### config.mk
export PLATFORM = sky130hd
export DESIGN_NAME = seven_segment_scanner_flat
export DESIGN_NICKNAME = d
export VERILOG_FILES = /design/src/rtl/seven_segment_scanner_pkg.sv /design/src/rtl/seven_segment_scanner_if.sv /design/src/rtl/seven_segment_scanner_hex_to_seg.sv /design/src/rtl/seven_segment_scanner.sv /design/src/flat_wrapper.sv
export SDC_FILE = /design/constraint.sdc
export NUM_CORES = 1
export LEC_CHECK = 0
export BUFFER_PORTS_ARGS = -buffer_cell sky130_fd_sc_hd__buf_2
export CORE_UTILIZATION = 50
export CTS_CLUSTER_SIZE = 12
export DETAILED_ROUTE_END_ITERATION = 12
export PLACE_DENSITY = 0.8
export SLEW_MARGIN = 20
export SYNTH_ARGS = -nofsm -noshare
export SYNTH_HDL_FRONTEND = slang
export SYNTH_HIERARCHICAL = 1
export SYNTH_SLANG_ARGS = --single-unit
### constraint.sdc
create_clock -name clk -period 7.85 [get_ports clk]
set_clock_uncertainty 0.15 [all_clocks]
set_input_delay 1.1775 -clock clk [delete_from_list [all_inputs] [get_ports clk]]
set_output_delay 1.1775 -clock clk [all_outputs]
set_load 0.01 [all_outputs]
### src/rtl/seven_segment_scanner_pkg.sv
// Shared types and glyph table for the multiplexed 7-segment scanner.
// Segment vectors are indexed a..g as bits 0..6 and are active-low.
package seg_pkg;

    typedef logic [0:6] seg_t;

    localparam seg_t SEG_BLANK = 7'b1111111;

    // Hex glyphs 0..F, written in a..g order.
    localparam seg_t GLYPHS [16] = '{
        7'b0000001, 7'b1001111, 7'b0010010, 7'b0000110,
        7'b1001100, 7'b0100100, 7'b0100000, 7'b0001111,
        7'b0000000, 7'b0000100, 7'b0001000, 7'b1100000,
        7'b0110001, 7'b1000010, 7'b0110000, 7'b0111000
    };

endpackage

### src/rtl/seven_segment_scanner_if.sv
// Display-side bundle of the scanner: load strobe with frame data in,
// multiplexed anode/segment drive out.
interface seven_segment_scanner_if
    import seg_pkg::*;
#(
    parameter int unsigned NUM_DIGITS = 4
);

    logic                    load;
    logic [4*NUM_DIGITS-1:0] value;
    logic [NUM_DIGITS-1:0]   dp_in;
    logic [NUM_DIGITS-1:0]   digit_en;
    logic [NUM_DIGITS-1:0]   an;
    seg_t                    seg;
    logic                    dp;
    logic                    frame_tick;

    modport master (
        output load, value, dp_in, digit_en,
        input  an, seg, dp, frame_tick
    );

    modport slave (
        input  load, value, dp_in, digit_en,
        output an, seg, dp, frame_tick
    );

endinterface

### src/rtl/seven_segment_scanner_hex_to_seg.sv
// Combinational nibble-to-segment decoder with a forced-blank input.
module hex_to_seg
    import seg_pkg::*;
(
    input  logic [3:0] nibble_i,
    input  logic       blank_i,
    output seg_t       seg_o
);

    always_comb begin
        seg_o = SEG_BLANK;
        if (!blank_i) begin
            seg_o = GLYPHS[nibble_i];
        end
    end

endmodule

### src/rtl/seven_segment_scanner.sv
// N-digit common-anode scanner with tear-free shadow/display double buffering.
// Optional LEADING_ZERO_BLANK_EN blanks zero digits above the most significant nonzero one.
module seven_segment_scanner
    import seg_pkg::*;
#(
    parameter int unsigned NUM_DIGITS = 4,
    parameter int unsigned CLK_HZ     = 100000000,
    parameter int unsigned REFRESH_HZ = 1000,
    parameter int unsigned GUARD      = 16
) (
    input logic                    clk,
    input logic                    rst,
    seven_segment_scanner_if.slave bus
);

    localparam int unsigned SLOT  = CLK_HZ / (REFRESH_HZ * NUM_DIGITS);
    localparam int unsigned CNT_W = (SLOT > 1) ? $clog2(SLOT) : 1;
    localparam int unsigned IDX_W = (NUM_DIGITS > 1) ? $clog2(NUM_DIGITS) : 1;

    localparam logic [CNT_W-1:0] CNT_LAST = CNT_W'(SLOT - 1);
    localparam logic [IDX_W-1:0] IDX_LAST = IDX_W'(NUM_DIGITS - 1);
    localparam logic [CNT_W-1:0] GUARD_C  = CNT_W'(GUARD);

    logic [CNT_W-1:0]        cnt_q, cnt_d;
    logic [IDX_W-1:0]        idx_q, idx_d;
    logic [4*NUM_DIGITS-1:0] val_sh_q, val_sh_d, val_disp_q, val_disp_d;
    logic [NUM_DIGITS-1:0]   dp_sh_q, dp_sh_d, dp_disp_q, dp_disp_d;
    logic [NUM_DIGITS-1:0]   en_sh_q, en_sh_d, en_disp_q, en_disp_d;
    logic                    pend_q, pend_d;
    logic [NUM_DIGITS-1:0]   an_q, an_d;
    seg_t                    seg_q, seg_d;
    logic                    dp_q, dp_d;
    logic                    ft_q, ft_d;

    logic       wrap_slot;
    logic       wrap_frame;
    logic [3:0] nib;
    logic       digit_on;
    logic       lz_blank;
    seg_t       seg_sel;

    assign wrap_slot  = (cnt_q == CNT_LAST);
    assign wrap_frame = wrap_slot && (idx_q == IDX_LAST);
    assign nib        = val_disp_q[32'(idx_q)*4 +: 4];
    assign digit_on   = en_disp_q[idx_q];

`ifdef LEADING_ZERO_BLANK_EN
    always_comb begin
        lz_blank = 1'b0;
        if (idx_q != '0 && nib == 4'h0) begin
            lz_blank = 1'b1;
            for (int unsigned j = 0; j < NUM_DIGITS; j++) begin
                if (j > 32'(idx_q) && en_disp_q[j] && val_disp_q[j*4 +: 4] != 4'h0) begin
                    lz_blank = 1'b0;
                end
            end
        end
    end
`else
    assign lz_blank = 1'b0;
`endif

    hex_to_seg u_dec (
        .nibble_i (nib),
        .blank_i  (!digit_on || lz_blank),
        .seg_o    (seg_sel)
    );

    always_comb begin
        cnt_d      = wrap_slot ? '0 : cnt_q + CNT_W'(1);
        idx_d      = idx_q;
        val_sh_d   = val_sh_q;
        dp_sh_d    = dp_sh_q;
        en_sh_d    = en_sh_q;
        val_disp_d = val_disp_q;
        dp_disp_d  = dp_disp_q;
        en_disp_d  = en_disp_q;
        pend_d     = pend_q;

        if (wrap_slot) begin
            idx_d = (idx_q == IDX_LAST) ? '0 : idx_q + IDX_W'(1);
        end

        if (bus.load) begin
            val_sh_d = bus.value;
            dp_sh_d  = bus.dp_in;
            en_sh_d  = bus.digit_en;
            pend_d   = 1'b1;
        end

        // A load coinciding with the frame boundary bypasses the shadow.
        if (wrap_frame) begin
            if (bus.load) begin
                val_disp_d = bus.value;
                dp_disp_d  = bus.dp_in;
                en_disp_d  = bus.digit_en;
                pend_d     = 1'b0;
            end else if (pend_q) begin
                val_disp_d = val_sh_q;
                dp_disp_d  = dp_sh_q;
                en_disp_d  = en_sh_q;
                pend_d     = 1'b0;
            end
        end

        an_d = '1;
        if (cnt_q >= GUARD_C) begin
            an_d[idx_q] = 1'b0;
        end
        seg_d = seg_sel;
        dp_d  = !(digit_on && dp_disp_q[idx_q]);
        ft_d  = (cnt_q == '0) && (idx_q == '0);
    end

    always_ff @(posedge clk) begin
        if (rst) begin
            cnt_q      <= '0;
            idx_q      <= '0;
            val_sh_q   <= '0;
            dp_sh_q    <= '0;
            en_sh_q    <= '0;
            val_disp_q <= '0;
            dp_disp_q  <= '0;
            en_disp_q  <= '0;
            pend_q     <= 1'b0;
            an_q       <= '1;
            seg_q      <= SEG_BLANK;
            dp_q       <= 1'b1;
            ft_q       <= 1'b0;
        end else begin
            cnt_q      <= cnt_d;
            idx_q      <= idx_d;
            val_sh_q   <= val_sh_d;
            dp_sh_q    <= dp_sh_d;
            en_sh_q    <= en_sh_d;
            val_disp_q <= val_disp_d;
            dp_disp_q  <= dp_disp_d;
            en_disp_q  <= en_disp_d;
            pend_q     <= pend_d;
            an_q       <= an_d;
            seg_q      <= seg_d;
            dp_q       <= dp_d;
            ft_q       <= ft_d;
        end
    end

    assign bus.an         = an_q;
    assign bus.seg        = seg_q;
    assign bus.dp         = dp_q;
    assign bus.frame_tick = ft_q;

endmodule
### src/flat_wrapper.sv
// flat-port wrapper written by rule: the top's interface ports become plain ports
module seven_segment_scanner_flat import seg_pkg::*;
#(
    parameter int unsigned NUM_DIGITS = 4,
    parameter int unsigned CLK_HZ     = 100000000,
    parameter int unsigned REFRESH_HZ = 1000,
    parameter int unsigned GUARD      = 16
)
  (clk, rst, bus_load, bus_value, bus_dp_in, bus_digit_en, bus_an, bus_seg, bus_dp, bus_frame_tick);
  seven_segment_scanner_if #(.NUM_DIGITS(NUM_DIGITS)) bus_i ();
  input logic clk;
  input logic rst;
  input wire logic [$bits(bus_i.load)-1:0] bus_load;
  input wire logic [$bits(bus_i.value)-1:0] bus_value;
  input wire logic [$bits(bus_i.dp_in)-1:0] bus_dp_in;
  input wire logic [$bits(bus_i.digit_en)-1:0] bus_digit_en;
  output wire logic [$bits(bus_i.an)-1:0] bus_an;
  output wire logic [$bits(bus_i.seg)-1:0] bus_seg;
  output wire logic [$bits(bus_i.dp)-1:0] bus_dp;
  output wire logic [$bits(bus_i.frame_tick)-1:0] bus_frame_tick;
  assign bus_i.load = bus_load;
  assign bus_i.value = bus_value;
  assign bus_i.dp_in = bus_dp_in;
  assign bus_i.digit_en = bus_digit_en;
  assign bus_an = bus_i.an;
  assign bus_seg = bus_i.seg;
  assign bus_dp = bus_i.dp;
  assign bus_frame_tick = bus_i.frame_tick;
  seven_segment_scanner #(.NUM_DIGITS(NUM_DIGITS), .CLK_HZ(CLK_HZ), .REFRESH_HZ(REFRESH_HZ), .GUARD(GUARD)) u_core (.clk(clk), .rst(rst), .bus(bus_i));
endmodule
==> results by stage, run 1 <==
Status:
- The run finished with clean final reports.

Global routing:
- The first global-routing pass estimated 10300 um of wire.
- The maximum number of pins on one net before global-route repair is 64.
- The number of antenna violations at the first check in global routing is 0.
- For this run the aggregate overflow at the end of global routing stands at 0.
- The all-layer global routing usage is 18.2%.
- The via count of the first global-routing pass was 2258.

Floorplan:
- The row count is 30.
- The core region is 0.00683 mm^2.
- The I/O pin count is 40.
- The die is 86.2 um wide.
- Measured along the y axis, the die boundary spans 86.2 um.
- The die covers 0.00744 mm^2.
- The effective utilization at floorplan is 51.9%.

Routing:
- The count of nets left with antenna violations once routing finished came out at 0.
- Detailed routing placed a total of 2920 um of wire on met2.
- The top routing layer in use is met4.
- Dividing the detail-routed wire length by the instance count gives 13.5 um.
- In the routed design, unresolved DRC markers number 0.
- In the detailed route, the total length drawn on met3 is 184 um.
- After detailed routing, the number of vias per cell comes to 4.95.
- The vias after detailed routing is 2282.
- The initial DRC count is 131.
- The final layout contains routed wiring with a total length of 6230 um.
- The detailed-routing wirelength on met1 is 3020 um.
- The first detailed-routing pass took 4 iterations.

Synthesis:
- Sorting the synthesized cells by area gives the leading types as sky130_fd_sc_hd__dfxtp_1 45%, sky130_fd_sc_hd__mux2_4 8.5%, sky130_fd_sc_hd__mux2i_1 8.2%.
- In this run the biggest area consumer among cell types represents 44.6% of the synthesized area.
- For this run, the register share of the synthesized area comes to 44.6%.
- After synthesis the cells add up to 0.00355 mm^2.
- Of all cell types, the one taking the most synthesized area is sky130_fd_sc_hd__dfxtp_1.
- In the synthesized netlist the async set-or-reset flop fraction comes to 0%.
- The average footprint of a synthesized cell is 10.8 um^2.
- In this run, synthesis produced a sequential element count of 79.
- The compound-cell area share of the yosys netlist is 2.40%.
- The number of nets handed over by synthesis was 369.
- The number of distinct library cell variants in the gate-level netlist after synthesis is 41.
- The most common flop cell mapped by yosys is sky130_fd_sc_hd__dfxtp_1.
- The count of mapped cells out of synthesis is 329.
- The total of warnings raised by yosys is 6.
- The basic-gate share of the synthesized area counting and, or, nand and nor cells is 18.3%.
- The share of synthesized area spent on multiplexers is 22.4%.
- The count of flip-flops with a built-in enable after synthesis is 0.
- Of the total synthesized cell area, the portion taken by full adders, half adders and majority gates is 4.58%.
- After synthesis, the largest family of logic cells by area is multiplexers.
- The xor/xnor cell area share of the yosys netlist is 2.96%.

STA:
- The highest achievable clock rate is 347 MHz.
- The final number of hold-violating endpoints is 0.
- The count of pins over their slew limit is 0.
- The minimum period implied by the final worst setup slack is 2.88 ns.
- On the final layout, the worst hold slack is 0.339 ns.
- Setup repair after global routing left no endpoint under its margin.
- The worst path meets setup with 4.97 ns of slack.
- The share of the cycle needed by the critical path after routing is 36.7%.
- The worst-case headroom to the max-slew limit is 30.8%.
- The final sum of negative setup slack is 0 ns.
- The final count of negative-setup-slack endpoints is 0.
- At the pin with the least slew margin, the transition time is 1.04 ns.

Placed design:
- The count of input and output buffers is 39.
- At the placement stage, the worst setup path has a slack of 4.62 ns.
- The routability-driven placement congestion ratio is 0.756.
- Once placement finished, the instance area stood at 0.00374 mm^2.
- Once detailed placement completed, the half-perimeter wirelength came to 4320 um.
- After detailed placement, the design holds a cell count of 445.

Layout:
- Counting the fill cells in the layout gives 608.
- In the final layout, the multi-input gates occupy 0.00179 mm^2.
- The finished layout cell area is 0.00393 mm^2.
- The number of antenna diodes in the final layout is 0.
- The combined flip-flop and latch cell area is 0.00158 mm^2.
- The count of cells in the finished layout, fillers not included, comes to 461.
- The share of cells above drive strength 1 is 26.6%.
- The post-synthesis to final-layout area growth is 10.6%.
- The net count of the finished layout is 400.

Setup path:
- The worst setup path is of the register to register kind.
- The worst path required time is 7.94 ns.
- The worst-path cell with the longest stage delay is sky130_fd_sc_hd__dfxtp_1.
- In this design, the stage delay of the slowest critical-path cell is 0.69 ns.
- The end of the worst register-to-register path is u_core/bus.seg[5].
- The start point of the critical path is u_core/idx_q[0].
- The endpoint arrival time on the critical path is 2.97 ns.
- The reg-to-reg setup timing slack is 4.97 ns.
- The largest driver fanout on the critical path is 11.
- Walking the worst path, the cells encountered are mux4_2, inv_1, ha_1, or2_1, a311o_1, or2_2.
- The worst register-to-register path begins at u_core/idx_q[0].
- The worst setup path is captured at a register.
- The critical path ends at u_core/bus.seg[5].
- The type of element launching the critical path is a register.
- The depth of the most critical reg-to-reg path is 6.

CTS:
- Buffers inserted during clock tree synthesis total 9.
- The insertion delay of the later-clocked pin in the worst-skew pair is 0.34 ns.
- TritonCTS built the clock tree.
- The number of buffers inserted by hold repair at cts is 0.
- For this design, the sink count on the clock tree is 79.
- Buffers added to address setup during post-CTS repair amount to 0.
- Clock tree synthesis selected as its root buffer the cell sky130_fd_sc_hd__clkbuf_8.
- The number of resized instances in the post-cts repair step is 0.
- CTS built an H-tree with a depth of 3.
- The register clock-pin slew on the reported worst setup and hold paths is 0.07 ns.
- The longest clock path from root to sink contains 2 buffers.

Hold path:
- The tightest min-delay check is of the register to register type.
- The count of cells along the worst hold path is 1.

Pwr:
- The total power per unit cell area is 185 mW/mm^2.
- The peak supply drop is 0.138 mV.
- Summed over all cells, the static leakage comes to 1.57 nW.

Flow run:
- The number of maximum-capacitance constraint violations is 0.
cells in the mapped netlist (2+ instances only):
cell / n
sky130_fd_sc_hd__a221o_1: 2
sky130_fd_sc_hd__a32oi_1: 2
sky130_fd_sc_hd__buf_12: 2
sky130_fd_sc_hd__buf_6: 3
sky130_fd_sc_hd__clkbuf_1: 14
sky130_fd_sc_hd__dfxtp_1: 79
sky130_fd_sc_hd__ha_1: 13
sky130_fd_sc_hd__inv_1: 11
sky130_fd_sc_hd__mux2_1: 2
sky130_fd_sc_hd__mux2_2: 4
sky130_fd_sc_hd__mux2_4: 20
sky130_fd_sc_hd__mux2i_1: 29
sky130_fd_sc_hd__mux4_2: 6
sky130_fd_sc_hd__nand2_1: 9
sky130_fd_sc_hd__nand2b_1: 2
sky130_fd_sc_hd__nand3_1: 7
sky130_fd_sc_hd__nand4_1: 2
sky130_fd_sc_hd__nor2_1: 46
sky130_fd_sc_hd__nor2b_1: 26
sky130_fd_sc_hd__nor3_1: 6
sky130_fd_sc_hd__nor4_1: 4
sky130_fd_sc_hd__or2_2: 10
sky130_fd_sc_hd__or4_1: 2
sky130_fd_sc_hd__xnor2_1: 10
sky130_fd_sc_hd__xor2_1: 2
metal layers:
layer  vias to the layer above  global-route usage (%)
li1                       1178                       -
met1                      1055                    23.0
met2                        41                    29.6
met3                         8                    3.90
met4                         0                    8.79
met5                         -                       0
registers in the layout, indices dropped and copies added, names as in the netlist:
name and count:
u_core/en_disp_q 4, u_core/pend_q 1, u_core/bus.frame_tick 1, u_core/dp_sh_q 4
u_core/en_sh_q 4, u_core/dp_disp_q 4, u_core/val_disp_q 16, u_core/bus.seg 7
u_core/cnt_q 15, u_core/val_sh_q 16, u_core/idx_q 2, u_core/bus.dp 1
u_core/bus.an 4
critical path: cells and delay by family, from the launching register on:
family	cells	cell delay [ns]
adder cells (fa/ha/maj)	1	0.24
flip-flops	1	0.69
AO/OA/AOI/OAI	1	0.34
AND/OR/NAND/NOR	2	0.51
multiplexers	1	0.66
buffers and inverters	1	0.16
placed cells by master (no fill, tap or decap), types with 4 or more instances in the layout:
| cell | synthesis | routed |
|---|---|---|
| sky130_fd_sc_hd__mux2_2 | 4 | 4 |
| sky130_fd_sc_hd__mux2i_1 | 29 | 29 |
| sky130_fd_sc_hd__buf_2 | 1 | 39 |
| sky130_fd_sc_hd__nor3_1 | 6 | 6 |
| sky130_fd_sc_hd__dfxtp_1 | 79 | 79 |
| sky130_fd_sc_hd__mux4_2 | 6 | 6 |
| sky130_fd_sc_hd__nand3_1 | 7 | 7 |
| sky130_fd_sc_hd__nand2_1 | 9 | 9 |
| sky130_fd_sc_hd__xnor2_1 | 10 | 10 |
| sky130_fd_sc_hd__mux2_4 | 20 | 20 |
| sky130_fd_sc_hd__ha_1 | 13 | 13 |
| sky130_fd_sc_hd__nor2_1 | 46 | 46 |
| sky130_fd_sc_hd__nor2b_1 | 26 | 26 |
| sky130_fd_sc_hd__or2_2 | 10 | 10 |
| sky130_fd_sc_hd__nor4_1 | 4 | 4 |
| sky130_fd_sc_hd__clkbuf_8 | 0 | 12 |
| sky130_fd_sc_hd__inv_1 | 11 | 11 |
cell families (layout without fill, tap and decap cells):
kind of cell,Yosys count,in the layout
flip-flops,79,79
adder cells (fa/ha/maj),13,13
buffers and inverters,31,67
AO/OA/AOI/OAI,10,10
multiplexers,61,61
XOR/XNOR,12,12
AND/OR/NAND/NOR,123,123
stage by stage:
stage	total power [mW]	utilization, %
2_1_floorplan	0.446	-
3_3_place_gp	0.457	54.7
3_5_place_dp	0.459	54.7
4_1_cts	0.735	57.5
5_1_grt	0.758	57.5
6_report	0.726	57.5
report_power, final:
part / switching [mW] / internal (mW) / total [mW]
combinational: 0.0201 / 0.0151 / 0.0352
clock: 0.136 / 0.141 / 0.278
sequential: 0.00367 / 0.410 / 0.414
total: 0.160 / 0.566 / 0.726
layout make-up:
type / count / share of cell area (%)
Clock inverter: 2 / 0.351
Inverter: 11 / 1.05
Multi-Input combinational cell: 219 / 45.7
Clock buffer: 14 / 4.40
Timing Repair Buffer: 40 / 5.16
Tap cell: 96 / 3.06
Sequential cell: 79 / 40.3
worst min-delay path by stage:
| stage | startpoint | end | slack (ns) |
|---|---|---|---|
| final | u_core/cnt_q[0] | u_core/cnt_q[0] | 0.34 |
| after CTS | u_core/cnt_q[0] | u_core/cnt_q[0] | 0.33 |
| after detailed placement | u_core/cnt_q[0] | u_core/cnt_q[0] | 0.32 |
| after global routing | u_core/cnt_q[0] | u_core/cnt_q[0] | 0.38 |
| after global placement | u_core/cnt_q[0] | u_core/cnt_q[0] | 0.31 |
| after floorplan | u_core/cnt_q[0] | u_core/cnt_q[0] | 0.29 |
No activity file was read; power rests on OpenSTA's default activity.
==> inputs of run 2 (changes only) <==
==> constraint.sdc (replaced) <==
create_clock -name clk -period 2.92 [get_ports clk]
set_clock_uncertainty 0.15 [all_clocks]
set_input_delay 0.438 -clock clk [delete_from_list [all_inputs] [get_ports clk]]
set_output_delay 0.438 -clock clk [all_outputs]
set_load 0.01 [all_outputs]
==> results by stage, run 2 (same netlist as run 1, synthesis figures left out) <==
Setup path:
- The delay of the slowest cell on the worst path is 0.60 ns (-0.09 ns).
- The worst-path cell with the longest stage delay is sky130_fd_sc_hd__mux4_2.
- The worst path required time is 3.01 ns (-4.93 ns).
- Traced cell by cell, the critical path runs through mux4_2, inv_1, ha_1, or2_1, a311o_1, or2_2.
- The endpoint arrival time on the critical path is 2.61 ns (-0.36 ns).
- The reg-to-reg setup timing slack is 0.41 ns (-4.56 ns).
- The top cell family by delay on the critical path is multiplexers.
- The reg-to-reg startpoint is u_core/idx_q[0].
- The type of element launching the critical path is a register.
- The total buffers and inverters traversed by the critical path came to 1 (unchanged).
- The depth of the most critical reg-to-reg path came to 6 (unchanged).
- The largest driver fanout on the critical path came to 7 (-4).
- The path type of the worst setup path is register to register.
- The end of the worst register-to-register path is u_core/bus.seg[5].
- The endpoint type of the worst setup path is a register.

CTS:
- The maximum clock path buffer count came to 2 (unchanged).
- The register clock-pin slew on the reported worst setup and hold paths is 0.08 ns (about the same).
- The number of buffers inserted by hold repair at cts is 0 (unchanged).
- The buffers inserted during post-CTS setup optimization is 0 (unchanged).
- The root buffer cell chosen for the clock tree is sky130_fd_sc_hd__clkbuf_8.
- The number of resized instances in the post-cts repair step was 0 (unchanged).
- The TritonCTS sink count is 79 (unchanged).
- The insertion delay of the later-clocked pin in the worst-skew pair came to 0.35 ns (about the same).
- The number of H-tree levels is 3 (unchanged).
- The CTS tree is built.
- The clock buffer count from CTS is 9 (unchanged).

Routing:
- The initial DRC count came to 111 (-15%).
- The wire length reported by the detailed router was 6450 um (+3.6%).
- The number of iterations in the first detailed-routing pass is 4 (unchanged).
- The post-detailed-route wirelength per cell is 13.8 um (+2.5%).
- The vias after detailed routing is 2368 (+3.8%).
- The remaining design rule violation count is 0 (unchanged).
- The post-route antenna net violation count is 0 (unchanged).
- The via count normalized by instance count is 5.08 (+2.7%).

Floorplan:
- The area of the core region is 0.00683 mm^2 (unchanged).
- The I/O pin count is 40 (unchanged).
- The effective utilization at floorplan is 51.9% (unchanged).
- The width of the die is 86.2 um (unchanged).
- The floorplan die area came to 0.00744 mm^2 (unchanged).
- The die height came to 86.2 um (unchanged).
- The row count is 30 (unchanged).

Global routing:
- The first-pass GRT wire length is 10900 um (+5.5%).
- The total global routing overflow is 0 (unchanged).
- The via count of the first global-routing pass is 2362 (+4.6%).
- The number of antenna violations at the first check in global routing is 0 (unchanged).
- The all-layer global routing usage is 19.0% (+0.82 points).
- The maximum number of pins on one net before global-route repair came to 37 (-42%).

Flow run:
- The number of maximum-capacitance constraint violations was 0 (unchanged).

Layout:
- The final-stage net count is 406 (+1.5%).
- The share of cells above drive strength 1 was 27.8% (+1.3 points).
- The number of antenna repair diodes is 0 (unchanged).
- The top cell types in the final layout, fill and taps aside, are 79 x sky130_fd_sc_hd__dfxtp_1, 46 x sky130_fd_sc_hd__nor2_1, 39 x sky130_fd_sc_hd__buf_2, 29 x sky130_fd_sc_hd__mux2i_1, 26 x sky130_fd_sc_hd__nor2b_1.
- The number of fillers in the final layout is 576 (-5.3%).
- The largest registers in the layout are u_core/val_disp_q x16, u_core/val_sh_q x16, u_core/cnt_q x15.
- Relative to the synthesized area, the layout overhead comes to 12.3%.
- The number of non-filler instances in the completed layout is 466 (+1.1%).
- The core utilization of the finished layout came to 58.3% (+0.84 points).
- The library cell used most frequently in the layout, excluding fill and tap cells, is sky130_fd_sc_hd__dfxtp_1.

STA:
- The highest achievable clock rate came to 398 MHz (+15%).
- The final sum of negative setup slack is 0 ns (unchanged).
- The share of the cycle needed by the critical path after routing is 86.1% (+49 points).
- The final hold slack is 0.219 ns (-0.120 ns).
- Setup repair after global routing left no endpoint under its margin.
- The count of pins over their slew limit is 0 (unchanged).
- The slew of the pin with the lowest slew margin came to 0.499 ns (-0.540 ns).
- The worst-case headroom to the max-slew limit was 66.8% (+36 points).
- The minimum period implied by the final worst setup slack is 2.51 ns (-0.366 ns).
- The final number of hold-violating endpoints is 0 (unchanged).
- The final count of negative-setup-slack endpoints was 0 (unchanged).

Placed design:
- The routability-driven placement congestion ratio is 0.769 (+1.7%).
- The cell count after placement is 451 (+1.3%).
- The half-perimeter wire length after detailed placement is 4430 um (+2.5%).
- The count of input and output buffers is 39 (unchanged).

Hold path:
- In this run the worst hold path is classified as primary input to register.
- The startpoint of the most critical hold path is bus_value[9].
- The worst hold path terminates at u_core/val_sh_q[9].
- The count of cells along the worst hold path is 3 (+2).

Pwr:
- The total chip power came to 1.99 mW (+170%).
- The total power per unit cell area is 500 mW/mm^2 (+170%).
- The total leakage power is 1.60 nW (+1.8%).
- The peak supply drop is 0.295 mV (+110%).

Status:
- The run finished with clean final reports.
==> run 2: area by class of cell <==
cell class                      instances  area (um^2)  share of cell area [%]
Clock buffer                           10          128                    3.20
Timing Repair Buffer                   46          260                    6.53
Sequential cell                        79         1580                    39.7
Clock inverter                          5         58.8                    1.48
Multi-Input combinational cell        219         1790                    45.0
Inverter                               11         41.3                    1.04
Tap cell                               96          120                    3.02
==> run 2: layer usage <==
layer	share of wire (%)	GRT usage (%)	wire length, um	vias to the layer above
met5	0	0	0	-
met4	1.7	8.94	110	0
met3	4.2	4.57	270	12
met2	47	30.7	3030	53
met1	47	24.0	3040	1117
li1	-	-	-	1186
==> run 2: worst max-delay path by stage <==
stage	depth (start not counted)	endpoint	slack, ns	start
floorplan	7	u_core/bus.seg[5]	0.1	u_core/idx_q[0]
global placement	6	u_core/bus.seg[5]	0.47	u_core/idx_q[0]
detailed placement	6	u_core/bus.seg[5]	0.42	u_core/idx_q[0]
CTS	6	u_core/bus.seg[5]	0.41	u_core/idx_q[0]
global route	6	u_core/bus.seg[5]	0.32	u_core/idx_q[0]
finish	6	u_core/bus.seg[5]	0.41	u_core/idx_q[0]
==> run 2: per-stage QoR <==
stage,area [um^2],worst slack [ns]
CTS,3980,0.408
detailed placement,3800,0.418
global placement,3800,0.472
floorplan,3550,0.0985
finish,3980,0.406
global route,3980,0.322
==> run 2: tightest hold or removal path, cell delays in order <==
cell	delay [ns]
sky130_fd_sc_hd__buf_2	0.07
sky130_fd_sc_hd__mux2i_1	0.05
sky130_fd_sc_hd__nor2_1	0.11
==> run 2: power by group <==
part	switching (mW)	leakage, nW	internal (mW)
logic	0.0541	0.871	0.0435
clock network	0.391	0.0888	0.392
registers	0.0104	0.643	1.10
total	0.455	1.60	1.54
==> inputs of run 3 (changes only) <==
--- a/config.mk
+++ b/config.mk
@@ -9,6 +9,7 @@
 export CORE_UTILIZATION = 50
 export CTS_CLUSTER_SIZE = 12
 export DETAILED_ROUTE_END_ITERATION = 12
+export GPL_TIMING_DRIVEN = 0
 export PLACE_DENSITY = 0.8
 export SLEW_MARGIN = 20
 export SYNTH_ARGS = -nofsm -noshare
==> results by stage, run 3 (same netlist as run 1, synthesis figures left out) <==
Flow run:
- The number of maximum-capacitance constraint violations is 0 (unchanged).

Routing:
- The via count normalized by instance count came to 5.03 (-0.94%).
- The vias after detailed routing is 2401 (+1.4%).
- The post-detailed-route wirelength per cell is 13.8 um (-0.40%).
- The initial DRC count is 172 (+55%).
- The wire length reported by the detailed router came to 6570 um (+2.0%).
- The post-route antenna net violation count is 0 (unchanged).
- The remaining design rule violation count is 0 (unchanged).
- The number of iterations in the first detailed-routing pass was 4 (unchanged).

Floorplan:
- The die height is 86.2 um (unchanged).
- The floorplan die area was 0.00744 mm^2 (unchanged).
- The I/O pin count was 40 (unchanged).
- The area of the core region is 0.00683 mm^2 (unchanged).
- The row count is 30 (unchanged).
- The effective utilization at floorplan is 51.9% (unchanged).
- The width of the die was 86.2 um (unchanged).

Layout:
- The largest registers in the layout are u_core/val_disp_q x16, u_core/val_sh_q x16, u_core/cnt_q x15.
- The combined flip-flop and latch cell area is 0.00158 mm^2 (unchanged).
- The area of combinational cells with multiple inputs is 0.00179 mm^2 (unchanged).
- The number of antenna repair diodes is 0 (unchanged).
- The finished layout cell area is 0.00404 mm^2 (+1.5%).
- The final-stage net count was 417 (+2.7%).
- Compared with the post-synthesis result, the final layout area differs by 14.0%.
- The number of fillers in the final layout is 582 (+1.0%).
- The number of non-filler instances in the completed layout is 477 (+2.4%).
- Leaving out fill and tap cells, the most frequent cell in the layout is sky130_fd_sc_hd__dfxtp_1.
- Leaving out fill and tap cells, the most frequent cells in the layout are 79 x sky130_fd_sc_hd__dfxtp_1, 46 x sky130_fd_sc_hd__nor2_1, 38 x sky130_fd_sc_hd__buf_2, 29 x sky130_fd_sc_hd__mux2i_1, 26 x sky130_fd_sc_hd__nor2b_1.
- The core utilization of the finished layout came to 59.2% (+0.88 points).
- The share of cells above drive strength 1 was 26.5% (-1.3 points).

CTS:
- The register clock-pin slew on the reported worst setup and hold paths is 0.08 ns (about the same).
- The TritonCTS sink count came to 79 (unchanged).
- The tree is rooted in a sky130_fd_sc_hd__clkbuf_8.
- The insertion delay of the later-clocked pin in the worst-skew pair is 0.36 ns (about the same).
- The clock buffer count from CTS is 9 (unchanged).
- The buffers inserted during post-CTS setup optimization is 0 (unchanged).
- The number of H-tree levels is 3 (unchanged).
- TritonCTS built the clock tree.
- The maximum clock path buffer count is 2 (unchanged).

Placed design:
- The routability-driven placement congestion ratio is 0.831 (+8.1%).
- The cell count after placement is 462 (+2.4%).
- The count of input and output buffers was 37 (-5.1%).
- The total cell area at the placement stage came to 0.00385 mm^2 (+1.5%).
- The worst setup slack before clock tree synthesis is -0.214 ns (-0.632 ns).
- The half-perimeter wire length after detailed placement is 4710 um (+6.4%).

Setup path:
- The endpoint type of the worst setup path is a register.
- The slowest stage of the critical path belongs to the cell sky130_fd_sc_hd__mux4_2.
- Traced cell by cell, the critical path runs through clkbuf_1, mux4_2, inv_1, ha_1, or2_1, a311o_1, or2_2.
- The worst setup path is of the register to register kind.
- The largest driver fanout on the critical path is 8 (+1).
- The worst path required time was 3.02 ns (about the same).
- The delay of the slowest cell on the worst path is 0.47 ns (-0.13 ns).
- In this run the critical register-to-register path is launched from u_core/idx_q[1].
- The endpoint arrival time on the critical path is 2.89 ns (+0.28 ns).
- The critical path starts at u_core/idx_q[1].
- STA classifies the critical path startpoint as a register.

STA:
- The slew of the pin with the lowest slew margin came to 0.727 ns (+0.228 ns).
- The worst-case headroom to the max-slew limit is 51.6% (-15 points).
- The minimum period implied by the final worst setup slack is 2.79 ns (+0.278 ns).
- The final count of negative-setup-slack endpoints was 0 (unchanged).
- Setup repair after global routing left no endpoint under its margin.
- The count of pins over their slew limit is 0 (unchanged).
- The final sum of negative setup slack is 0 ns (unchanged).
- The share of the cycle needed by the critical path after routing was 95.6% (+9.5 points).
- The setup slack of the critical path after layout came to 0.127 ns (-0.278 ns).
- The highest achievable clock rate was 358 MHz (-10%).
- The final hold slack is 0.217 ns (-0.00196 ns).
- The final number of hold-violating endpoints is 0 (unchanged).

Global routing:
- The total global routing overflow is 0 (unchanged).
- The all-layer global routing usage is 19.2% (+0.15 points).
- The number of antenna violations at the first check in global routing was 0 (unchanged).
- The maximum number of pins on one net before global-route repair was 14 (-62%).
- The first-pass GRT wire length came to 10900 um (-0.31%).
- The via count of the first global-routing pass is 2338 (-1.0%).

Hold path:
- The startpoint identified for the worst hold timing path is bus_value[6].
- The type of the worst min-delay path is primary input to register.

Pwr:
- The total power per unit cell area came to 494 mW/mm^2 (-1.3%).
- The total chip power is 2.00 mW (+0.21%).
- The peak supply drop was 0.387 mV (+31%).
- The total leakage power is 1.61 nW (+0.59%).

Status:
- The run finished with clean final reports.
-- run 3: changes by cell type in the layout (fill, tap and decap cells not counted), sizes merged --
cell	change
buf	-3
clkbuf	+14
-- run 3: final timing paths --
check	end	slack (ns)	cells past startpoint
hold / removal	u_core/val_sh_q[6]	0.22	3
setup reg to reg	u_core/bus.seg[5]	0.13	7
hold reg to reg	u_core/cnt_q[0]	0.35	1
setup / recovery	u_core/bus.seg[5]	0.13	7
-- run 3: layout make-up --
cell class                      count  share of cell area, %
Clock inverter                      5                   1.45
Tap cell                           96                   2.97
Multi-Input combinational cell    219                   44.4
Inverter                           11                   1.02
Clock buffer                       10                   3.16
Timing Repair Buffer               37                   4.58
Sequential cell                    79                   39.1
Buffer                             20                   3.34
-- run 3: power by group --
group | leakage, nW | switching [mW] | total (mW) | internal [mW]
Sequential | 0.643 | 0.0101 | 1.11 | 1.10
Combinational | 0.881 | 0.0570 | 0.100 | 0.0430
Clock | 0.0888 | 0.393 | 0.784 | 0.391
Total | 1.61 | 0.460 | 2.00 | 1.54
-- run 3: worst max-delay path: cells and delay by family, from the launching register on --
family / cells / cell delay, ns
multiplexers: 1 / 0.47
buffers and inverters: 2 / 0.59
AND/OR/NAND/NOR: 2 / 0.53
adder cells (fa/ha/maj): 1 / 0.24
AO/OA/AOI/OAI: 1 / 0.34
flip-flops: 1 / 0.36
-- run 3: repair_timing --
| action | CTS | global route |
|---|---|---|
| endpoints found under the setup margin | 3 | 1 |
| gates resized for setup | 1 | 2 |
| gates cloned | 0 | 0 |
| hold buffers | 0 | 0 |
-- run 3: routing by layer --
metal,vias to the layer above,track usage (%),wire length (um)
li1,1212,-,-
met4,0,9.09,126
met5,-,0,0
met2,47,31.4,3060
met1,1130,24.1,3160
met3,12,4.19,228
